**src/rtl/scroll_draw_scheduler_pkg.sv**
```systemverilog
// draw_pkg: shared types and constants for the scroll/draw scheduler.
//   draw_state_t : frame sequencer states (IDLE, BG, SPR, FIN)
//   H_RES_DEF / V_RES_DEF : default 160x120 screen size
//   COLOUR_W     : adapter colour width
//   cnt_w/addr_w : counter and ROM address width helpers
package draw_pkg;

  typedef enum logic [1:0] {IDLE, BG, SPR, FIN} draw_state_t;

  localparam int H_RES_DEF = 160;
  localparam int V_RES_DEF = 120;
  localparam int COLOUR_W  = 3;

  function automatic int cnt_w(input int n);
    return (n > 1) ? $clog2(n) : 1;
  endfunction

  // Sprite ROM address is {sy, sx}; both extents are powers of two.
  function automatic int addr_w(input int w, input int h);
    return cnt_w(w) + cnt_w(h);
  endfunction

endpackage

```
**src/rtl/scroll_draw_scheduler_raster.sv**
```systemverilog
// raster_counter: enabled x/y scan counter over a W x H raster.
// x runs 0..W-1 and then y advances; the whole scan wraps to (0,0) after
// the last position. last is high while the counter sits on (W-1, H-1).
//   Clock, Resetn : clock, synchronous active-low reset
//   en            : advance one position this cycle
//   x, y          : current scan position
//   last          : current position is the final one of the raster
module raster_counter
  import draw_pkg::*;
#(
  parameter int W = 16,
  parameter int H = 16
) (
  input  logic                Clock,
  input  logic                Resetn,
  input  logic                en,
  output logic [cnt_w(W)-1:0] x,
  output logic [cnt_w(H)-1:0] y,
  output logic                last
);

  localparam int XW = cnt_w(W);
  localparam int YW = cnt_w(H);

  logic x_end;
  logic y_end;

  assign x_end = (x == XW'(W - 1));
  assign y_end = (y == YW'(H - 1));
  assign last  = x_end && y_end;

  always_ff @(posedge Clock) begin
    if (!Resetn) begin
      x <= '0;
      y <= '0;
    end else if (en) begin
      if (x_end) begin
        x <= '0;
        y <= y_end ? '0 : y + YW'(1);
      end else begin
        x <= x + XW'(1);
      end
    end
  end

endmodule

```
**src/rtl/scroll_draw_scheduler.sv**
```systemverilog
// scroll_draw_scheduler: frame sequencer for the VGA plotting path.
// Each Tick advances the vertical scroll Offset and issues one full redraw:
// the shifted background, then the car sprite. This block is the only
// driver of the adapter's plot port.
//   Clock, Resetn      : clock, synchronous active-low reset
//   Tick               : redraw request (one deep pending if busy)
//   SprX, SprY         : sprite top-left, latched at frame start
//   BgAddr/BgColour    : background ROM (data one cycle after address)
//   SprAddr/SprColour  : sprite ROM (data one cycle after address)
//   VGA_X/VGA_Y/VGA_COLOUR/plot : adapter pixel write
//   Busy, Done, Offset : frame in progress, last-pixel pulse, scroll offset
// Build option: SPRITE_TRANSPARENCY_EN suppresses sprite pixels whose colour
// equals TRANS_COLOUR.
module scroll_draw_scheduler
  import draw_pkg::*;
#(
  parameter int H_RES = H_RES_DEF,
  parameter int V_RES = V_RES_DEF,
  parameter int SPR_W = 16,
  parameter int SPR_H = 16,
  parameter logic [COLOUR_W-1:0] TRANS_COLOUR = 3'b000
) (
  input  logic                            Clock,
  input  logic                            Resetn,
  input  logic                            Tick,
  input  logic [7:0]                      SprX,
  input  logic [6:0]                      SprY,
  output logic [14:0]                     BgAddr,
  input  logic [COLOUR_W-1:0]             BgColour,
  output logic [addr_w(SPR_W,SPR_H)-1:0]  SprAddr,
  input  logic [COLOUR_W-1:0]             SprColour,
  output logic [7:0]                      VGA_X,
  output logic [6:0]                      VGA_Y,
  output logic [COLOUR_W-1:0]             VGA_COLOUR,
  output logic                            plot,
  output logic                            Busy,
  output logic                            Done,
  output logic [6:0]                      Offset
);

  localparam int CW  = cnt_w(H_RES);
  localparam int RW  = cnt_w(V_RES);
  localparam int SXW = cnt_w(SPR_W);
  localparam int SYW = cnt_w(SPR_H);
`ifdef SPRITE_TRANSPARENCY_EN
  localparam bit TRANS_EN = 1'b1;
`else
  localparam bit TRANS_EN = 1'b0;
`endif

  draw_state_t state_q, state_d;
  logic start;

  logic [6:0] offset_q;
  logic       pending_q;
  logic [7:0] spr_x_q;
  logic [6:0] spr_y_q;

  logic [CW-1:0]  col;
  logic [RW-1:0]  row;
  logic           bg_last;
  logic [SXW-1:0] sx;
  logic [SYW-1:0] sy;
  logic           spr_last;

  logic [7:0] row_diff;
  logic [6:0] src_row;
  logic [8:0] pix_x;
  logic [7:0] pix_y;
  logic       spr_in;

  logic       plot_q;
  logic       spr_phase_q;
  logic [7:0] x_q;
  logic [6:0] y_q;
  logic       trans_hit;

  raster_counter #(.W(H_RES), .H(V_RES)) u_bg_scan (
    .Clock (Clock),
    .Resetn(Resetn),
    .en    (state_q == BG),
    .x     (col),
    .y     (row),
    .last  (bg_last)
  );

  raster_counter #(.W(SPR_W), .H(SPR_H)) u_spr_scan (
    .Clock (Clock),
    .Resetn(Resetn),
    .en    (state_q == SPR),
    .x     (sx),
    .y     (sy),
    .last  (spr_last)
  );

  // Scrolling: screen row r shows ROM row (r - Offset) mod V_RES.
  assign row_diff = 8'(row) - {1'b0, offset_q};
  assign src_row  = row_diff[7] ? 7'(row_diff + 8'(V_RES)) : row_diff[6:0];
  assign BgAddr   = {src_row, 8'(col)};
  assign SprAddr  = {sy, sx};

  // Wide sums so off-screen sprite pixels are clipped, never wrapped.
  assign pix_x  = {1'b0, spr_x_q} + 9'(sx);
  assign pix_y  = {1'b0, spr_y_q} + 8'(sy);
  assign spr_in = (pix_x < 9'(H_RES)) && (pix_y < 8'(V_RES));

  always_comb begin
    state_d = state_q;
    start   = 1'b0;
    case (state_q)
      IDLE: begin
        if (Tick || pending_q) begin
          state_d = BG;
          start   = 1'b1;
        end
      end
      BG:      if (bg_last)  state_d = SPR;
      SPR:     if (spr_last) state_d = FIN;
      FIN:     state_d = IDLE;
      default: state_d = IDLE;
    endcase
  end

  always_ff @(posedge Clock) begin
    if (!Resetn) begin
      state_q     <= IDLE;
      offset_q    <= '0;
      pending_q   <= 1'b0;
      spr_x_q     <= '0;
      spr_y_q     <= '0;
      plot_q      <= 1'b0;
      spr_phase_q <= 1'b0;
      x_q         <= '0;
      y_q         <= '0;
    end else begin
      state_q <= state_d;
      if (start) begin
        offset_q <= (offset_q == 7'(V_RES - 1)) ? '0 : offset_q + 7'd1;
        spr_x_q  <= SprX;
        spr_y_q  <= SprY;
      end
      if (start)
        pending_q <= 1'b0;
      else if (Tick && (state_q != IDLE))
        pending_q <= 1'b1;
      plot_q      <= (state_q == BG) || ((state_q == SPR) && spr_in);
      spr_phase_q <= (state_q == SPR);
      x_q         <= (state_q == SPR) ? pix_x[7:0] : 8'(col);
      y_q         <= (state_q == SPR) ? pix_y[6:0] : 7'(row);
    end
  end

  // ROM data arrives in the same cycle as the registered coordinates, so
  // colour and the transparency test are taken straight from the ROM port.
  assign trans_hit  = TRANS_EN && spr_phase_q && (SprColour == TRANS_COLOUR);
  assign plot       = plot_q && !trans_hit;
  assign VGA_COLOUR = !plot_q ? '0 : (spr_phase_q ? SprColour : BgColour);
  assign VGA_X      = x_q;
  assign VGA_Y      = y_q;
  assign Busy       = (state_q != IDLE);
  assign Done       = (state_q == FIN);
  assign Offset     = offset_q;

endmodule

```
**config.mk**
```make
export PLATFORM = sky130hd
export DESIGN_NAME = scroll_draw_scheduler
export DESIGN_NICKNAME = d
export VERILOG_FILES = /design/src/rtl/scroll_draw_scheduler_pkg.sv /design/src/rtl/scroll_draw_scheduler_raster.sv /design/src/rtl/scroll_draw_scheduler.sv
export SDC_FILE = /design/constraint.sdc
export NUM_CORES = 1
export LEC_CHECK = 0
export ABC_AREA = 1
export BUFFER_PORTS_ARGS = -buffer_cell sky130_fd_sc_hd__clkbuf_2
export CAP_MARGIN = 10
export CORE_UTILIZATION = 34
export DETAILED_ROUTE_END_ITERATION = 10
export HOLD_SLACK_MARGIN = 0.08
export PLACE_DENSITY = 0.6
export SLEW_MARGIN = 0
export SYNTH_ARGS = -nofsm -noshare
export SYNTH_HDL_FRONTEND = slang
export SYNTH_SLANG_ARGS = --single-unit
```
**constraint.sdc**
```tcl
create_clock -name Clock -period 1.9 [get_ports Clock]
set_input_delay 0.19 -clock Clock [delete_from_list [all_inputs] [get_ports Clock]]
set_output_delay 0.19 -clock Clock [all_outputs]
set_load 0.02 [all_outputs]
```
==> results.md, run 1 <==
* Status: finished, violations left
* Violated checks: setup timing
* GRT Total Usage at 18.3%
* N_diodes at 0
* Io pins at 75
* Synthesized instance count at 521
* Die ar. at 11200 µm²
* RSZ-0062 raised after global routing: true
* Worst hold-check path type: input pin to flop
* Least-Margin Pin Slew at 0.353 ns
* Row cnt at 37
* Drt pass-1 iters at 4
* Critical path arrival at 2.20 ns
* Core ar. at 10400 µm²
* Number of DRC markers in iteration 0 at 140
* Maximum clock frequency at 419 MHz
* Post-DR vias/cell at 4.73
* Layout cells sized above 1 at 30.5%
* Maximum vdd drop at 710 µV
* Area of the mapped netlist at 3670 µm²
* Nets at 699
* Max-cap violation count at 0
* CP max FO at 3
* Synth warn at 0
* Chip Height at 106 µm
* Total CTS buffers at 9
* Final slew viol count at 0
* Power Density at 1240 nW/µm²
* Vias at 3724
* Clk root buf: clkbuf_8
* Setup CP Type: flop to output pin
* Register area share after synthesis at 35.4%
* Leakage power at 2.41 nW
* Global-route wire length before repair at 16200 µm
* Startpoint Class: flop
* Required @ worst endpoint at 1.71 ns
* Part of the cycle the worst path needs at 126%
* #FFs+latches synth at 65
* DR WL/cell at 12.5 µm
* Grt total ovfl at 0
* Initial antenna violation count at 0
* CTS sink count at 65
* Die width at 106 µm
* Fin crit period at 2.39 ns
* RD Place Congestion at 0.845
* Worst skew pair latency at 0.35 ns
* CTS tree: done
* Port Buffers at 74
* Net Count, Synth at 573
* Largest net degree at the start of global routing at 36
* Unique masters post-synth at 35
* H-tree depth at 3
* Clock Pin Slew Worst Setup and Hold Paths at 0.07 ns
* Post-place setup slack at -0.227 ns
* Crit. End Element: output pin
* DR DRC count at 0
* Initial core utilization at 35.3%
* Antenna Nets Post-Route at 0
* Area growth from synthesis to layout at 37.7%
* Post-DP HPWL at 7350 µm
* Endpoints failing setup at 4
* Clock Tree Buf Depth at 2
* Hold Fails Final Rpt at 0
* Hold slack at 0.124 ns
* Number of global-route vias before repair at 3514
* Worst rel slew slack at 76.2%
* Clock Skew at 0.00746 ns
* Minimum setup slack in the final design at -0.487 ns
* Synthesized area per cell at 7.05 µm²
* Total wire length at 9860 µm
per-layer routing:
metal  GRT usage (%)  vias up  share of wire [%]
met5               0        -                  0
li1                -     1934                  -
met2            31.1       78                 48
met3            3.92       12                4.5
met1            23.1     1700                 46
met4            5.36        0                1.2
cell usage after synthesis (all sizes together):
library cell,n,area share [%]
buf,5,0.82
o211ai,3,0.61
nand3,36,5.0
a211oi,2,0.41
nand3b,2,0.41
nand2,102,11
ha,25,8.5
o211a,1,0.27
nand4,5,1.0
dfxtp,65,35
o21ai,41,5.7
nor2,55,6.0
xor2,8,1.9
fa,3,1.6
nor3,12,1.8
a21oi,47,6.4
nor4,5,0.85
a31oi,2,0.34
nor3b,1,0.20
xnor2,8,1.9
inv,79,8.1
clkbuf,9,0.99
o21a,2,0.41
or2,3,0.51
cell usage in the layout, fill, tap and decap left out, types with 3 or more instances in the layout:
cell type	instances
a21oi_1	44
a21oi_2	3
buf_4	49
clkbuf_2	69
clkbuf_8	9
clkinv_2	3
dfxtp_1	54
dfxtp_2	9
dlygate4sd3_1	7
fa_2	3
ha_1	17
ha_4	6
inv_1	71
inv_2	7
nand2_1	92
nand2_2	7
nand2_4	3
nand3_1	30
nand3_2	6
nand4_1	4
nor2_1	52
nor3_1	11
nor4_1	5
o211ai_1	3
o21ai_0	38
xnor2_1	5
xnor2_2	3
xor2_1	7
worst paths after layout:
check	start	to	slack [ns]	cells after the start
setup / recovery	u_bg_scan.y[0]$_SDFFE_PN0P_	BgAddr[14]	-0.49	13
hold / removal	SprX[1]	spr_x_q[1]$_SDFFE_PN0P_	0.12	3
setup reg to reg	u_spr_scan.x[0]$_SDFFE_PN0P_	plot$_SDFF_PN0_	0.14	12
hold reg to reg	Offset[4]$_SDFFE_PN0P_	Offset[4]$_SDFFE_PN0P_	0.49	2
flip-flops by register name, indices dropped and copies added (netlist names):
name	cells
state_q	2
u_bg_scan.x	8
Offset	7
u_spr_scan.y	4
u_bg_scan.y	7
spr_y_q	7
spr_x_q	8
pending_q	1
plot	1
VGA_Y	7
spr_phase_q	1
u_spr_scan.x	4
VGA_X	8
metrics by stage:
step	power (mW)	instances	utilization, %	cell area, µm²	setup TNS (ns)
global placement	4.45	759	43.3	4510	-0.359
finish	6.26	788	48.6	5060	-1.69
CTS	6.01	784	47.2	4920	-1.83
floorplan	3.60	521	-	3710	-0.171
global route	6.73	788	48.6	5060	-2.20
detailed placement	4.50	759	43.3	4510	-0.563
cells by family (layout without fill, tap and decap cells):
group,Yosys count,after routing,synth area share [%]
AO/OA/AOI/OAI,98,98,14.1
flip-flops,65,65,35.4
adder cells (fa/ha/maj),28,28,10.1
XOR/XNOR,16,16,3.81
AND/OR/NAND/NOR,221,221,26.6
buffers and inverters,93,224,9.88
cell type report:
| class | count | area (µm²) |
|---|---|---|
| Tap cell | 136 | 170 |
| Clock inverter | 6 | 82.6 |
| Fill cell | 1063 | 5360 |
| Sequential cell | 65 | 1320 |
| Clock buffer | 10 | 128 |
| Multi-Input combinational cell | 363 | 2220 |
| Timing Repair Buffer | 129 | 845 |
| Inverter | 79 | 299 |
report_power, final:
group          leakage, nW  internal (mW)  switching, mW
sequential           0.535           1.64          0.180
combinational         1.77           1.35           1.80
clock                0.106          0.732          0.556
total                 2.41           3.72           2.53
worst max-delay path, stage by stage, from the launching register on:
cell and delay, ns:
dfxtp_2 0.32, inv_2 0.06, ha_4 0.12, inv_2 0.04
fa_2 0.35, nand3_2 0.11, nand2_4 0.07, xor2_4 0.23
nand2_1 0.10, nor2_2 0.12, nand2_1 0.06, nand2_1 0.07
nand2_2 0.06, buf_8 0.12
what timing repair did:
| action | 4_1_cts | 5_1_grt |
|---|---|---|
| hold buffers | 7 | 0 |
| setup endpoints to repair | 6 | 12 |
| gates cloned | 0 | 0 |
| resized for setup | 23 | 37 |
| setup buffers | 2 | 4 |
| pin swaps | 8 | 16 |
| endpoints found under the hold margin | 7 | 0 |
Power figures use the tool's default switching activity.
==> run 2, diff against run 1 <==
- BUFFER_PORTS_ARGS: -buffer_cell sky130_fd_sc_hd__clkbuf_2 -> -buffer_cell sky130_fd_sc_hd__buf_4
- CTS_BUF_LIST: unset -> sky130_fd_sc_hd__clkbuf_16
==> run 2 against run 1 <==
The run still ends with setup timing left. Clock power increased by 41%. Worst setup slack gained 0.11 ns. Die area stayed put. Sequential cell count is the same. Maximum frequency increased by 4.9%. Cell count down 0.89%. Critical endpoint unchanged. Largest cell class unchanged. Highest routed layer unchanged.
==> results.md, run 2 (synthesis gave the netlist of run 1 again) <==
* Status: finished, violations left
* Violated checks: setup timing
* CP Launch Point: u_bg_scan.y[0]$_SDFFE_PN0P_
* Hold Fails Final Rpt at 0 (unchanged)
* Chip Height at 106 µm (unchanged)
* Maximum clock frequency at 439 MHz (+4.9%)
* Number of global-route vias before repair at 3679 (+4.7%)
* Global-route wire length before repair at 16600 µm (+2.7%)
* Io pins at 75 (unchanged)
* Worst r2r dst: plot$_SDFF_PN0_
* Total CTS buffers at 9 (unchanged)
* Post-place setup slack at -0.159 ns (+0.0679 ns)
* Die width at 106 µm (unchanged)
* Port Buffers at 74 (unchanged)
* Antenna Nets Post-Route at 0 (unchanged)
* Most common cell after layout, fill and taps aside: buf_4
* CTS tree: done
* R2r setup slk at 0.12 ns (-0.02 ns)
* RD Place Congestion at 0.838 (-0.91%)
* Required @ worst endpoint at 1.71 ns (about the same)
* Setup CP Type: flop to output pin
* Largest net degree at the start of global routing at 25 (-31%)
* Worst skew pair latency at 0.33 ns (-0.02 ns)
* DR DRC count at 0 (unchanged)
* Least-Margin Pin Slew at 0.341 ns (-0.0120 ns)
* CP max FO at 3 (unchanged)
* Worst Hold Path Cells at 3 (unchanged)
* Multi-input gate area at 2170 µm² (-2.2%)
* Grt total ovfl at 0 (unchanged)
* Most frequent cells in the layout: 116 x buf_4, 96 x nand2_1, 74 x inv_1
* Initial core utilization at 35.3% (unchanged)
* DR WL/cell at 12.7 µm (+1.3%)
* Row cnt at 37 (unchanged)
* Min-Delay Endpoint: spr_y_q[3]$_SDFFE_PN0P_
* Number of DRC markers in iteration 0 at 136 (-2.9%)
* H-tree depth at 3 (unchanged)
* Clock Skew at 0.00707 ns (-0.000394 ns)
* Storage cell area at 1320 µm² (-0.38%)
* Worst r2r src: spr_x_q[0]$_SDFFE_PN0P_
* Final slew viol count at 0 (unchanged)
* Post-DR vias/cell at 4.78 (+1.2%)
* Final design utilization at 50.1% (+1.6 points)
* Crit. End Element: output pin
* Nets at 692 (-1.0%)
* CTS sink count at 65 (unchanged)
* GRT Total Usage at 18.6% (+0.38 points)
* Post-DP HPWL at 7530 µm (+2.4%)
* Vias at 3734 (+0.27%)
* Fillers at 1009 (-5.1%)
* Die ar. at 11200 µm² (unchanged)
* Startpoint Class: flop
* Leakage power at 2.48 nW (+2.8%)
* Worst hold-check path type: input pin to flop
* Minimum setup slack in the final design at -0.376 ns (+0.111 ns)
* Max-cap violation count at 0 (unchanged)
* Maximum vdd drop at 758 µV (+6.7%)
* N_diodes at 0 (unchanged)
* Fin crit period at 2.28 ns (-0.111 ns)
* Power Density at 1290 nW/µm² (+4.1%)
* Clk root buf: clkbuf_16
* Drt pass-1 iters at 4 (unchanged)
* Endpoints failing setup at 4 (unchanged)
* Worst r2r path cells at 12 (unchanged)
* Worst rel slew slack at 77.0% (+0.80 points)
* Part of the cycle the worst path needs at 120% (-5.9 points)
* Core ar. at 10400 µm² (unchanged)
* RSZ-0062 raised after global routing: true
* Critical path arrival at 2.09 ns (-0.11 ns)
* Clock Tree Buf Depth at 2 (unchanged)
* Layout cells sized above 1 at 27.8% (-2.8 points)
* Area growth from synthesis to layout at 42.2%
* Clock Pin Slew Worst Setup and Hold Paths at 0.05 ns (-0.02 ns)
* Hold_sp: SprY[3]
* Total wire length at 9900 µm (+0.41%)
* Initial antenna violation count at 0 (unchanged)
run 2: changes by cell type in the layout (fill, tap and decap cells not counted), sizes merged:
cell	before	now
clkinv	3	2
buf	53	119
dlygate4sd3	7	3
clkbuf	79	10
inv	79	80
run 2: worst max-delay path, cell delays in order (launching register included):
cell and delay [ns]:
dfxtp_2 0.32, inv_2 0.07, ha_4 0.12, inv_2 0.04
fa_2 0.34, nand3_2 0.09, nand2_4 0.06, xor2_4 0.17
nand2_1 0.09, nor2_2 0.14, nand2_1 0.07, nand2_1 0.07
nand2_2 0.05, buf_6 0.12
run 2: through the flow:
| stage | TNS [ns] | cells | hold slack, ns | power (mW) | area (µm²) |
|---|---|---|---|---|---|
| after CTS | -1.51 | 780 | 0.0810 | 6.72 | 5190 |
| after global routing | -1.70 | 781 | 0.0934 | 7.16 | 5220 |
| after floorplan | -0.171 | 521 | 0.325 | 3.60 | 3710 |
| after global placement | -0.261 | 760 | 0.414 | 4.64 | 4700 |
| final | -1.25 | 781 | 0.0869 | 6.72 | 5220 |
| after detailed placement | -0.465 | 760 | 0.418 | 4.69 | 4700 |
run 2: metal layers:
layer	share of wire (%)	track usage [%]	vias up
met3	5.8	4.35	10
li1	-	-	1921
met2	48	32.2	96
met4	1.8	6.25	0
met5	0	0	-
met1	44	22.7	1707
run 2: area by class of cell:
cell class                      count  share of cell area, %
Multi-Input combinational cell    363                   41.5
Sequential cell                    65                   25.2
Timing Repair Buffer              122                   18.1
Inverter                           79                   5.68
Clock buffer                       10                   4.79
Tap cell                          136                   3.26
Clock inverter                      6                   1.53
run 2: worst max-delay path by stage:
stage                             to  slack [ns]  cells after the start
final                     BgAddr[14]       -0.38                     13
after global routing      BgAddr[14]       -0.48                     11
after CTS                 BgAddr[14]       -0.43                     13
after detailed placement  BgAddr[13]       -0.16                      9
after global placement    BgAddr[12]       -0.11                     10
after floorplan           BgAddr[13]       -0.09                      9
run 2: power by group:
group / internal (mW) / switching, mW
Combinational: 1.35 / 1.72
Sequential: 1.64 / 0.187
Clock: 1.22 / 0.602
Total: 4.21 / 2.51
run 2: timing repair:
action	in CTS	in global routing
hold buffers	3	0
gates cloned	0	0
setup buffers	1	1
pin swaps	11	5
hold endpoints to repair	3	0
gates resized for setup	22	9
endpoints found under the setup margin	5	7
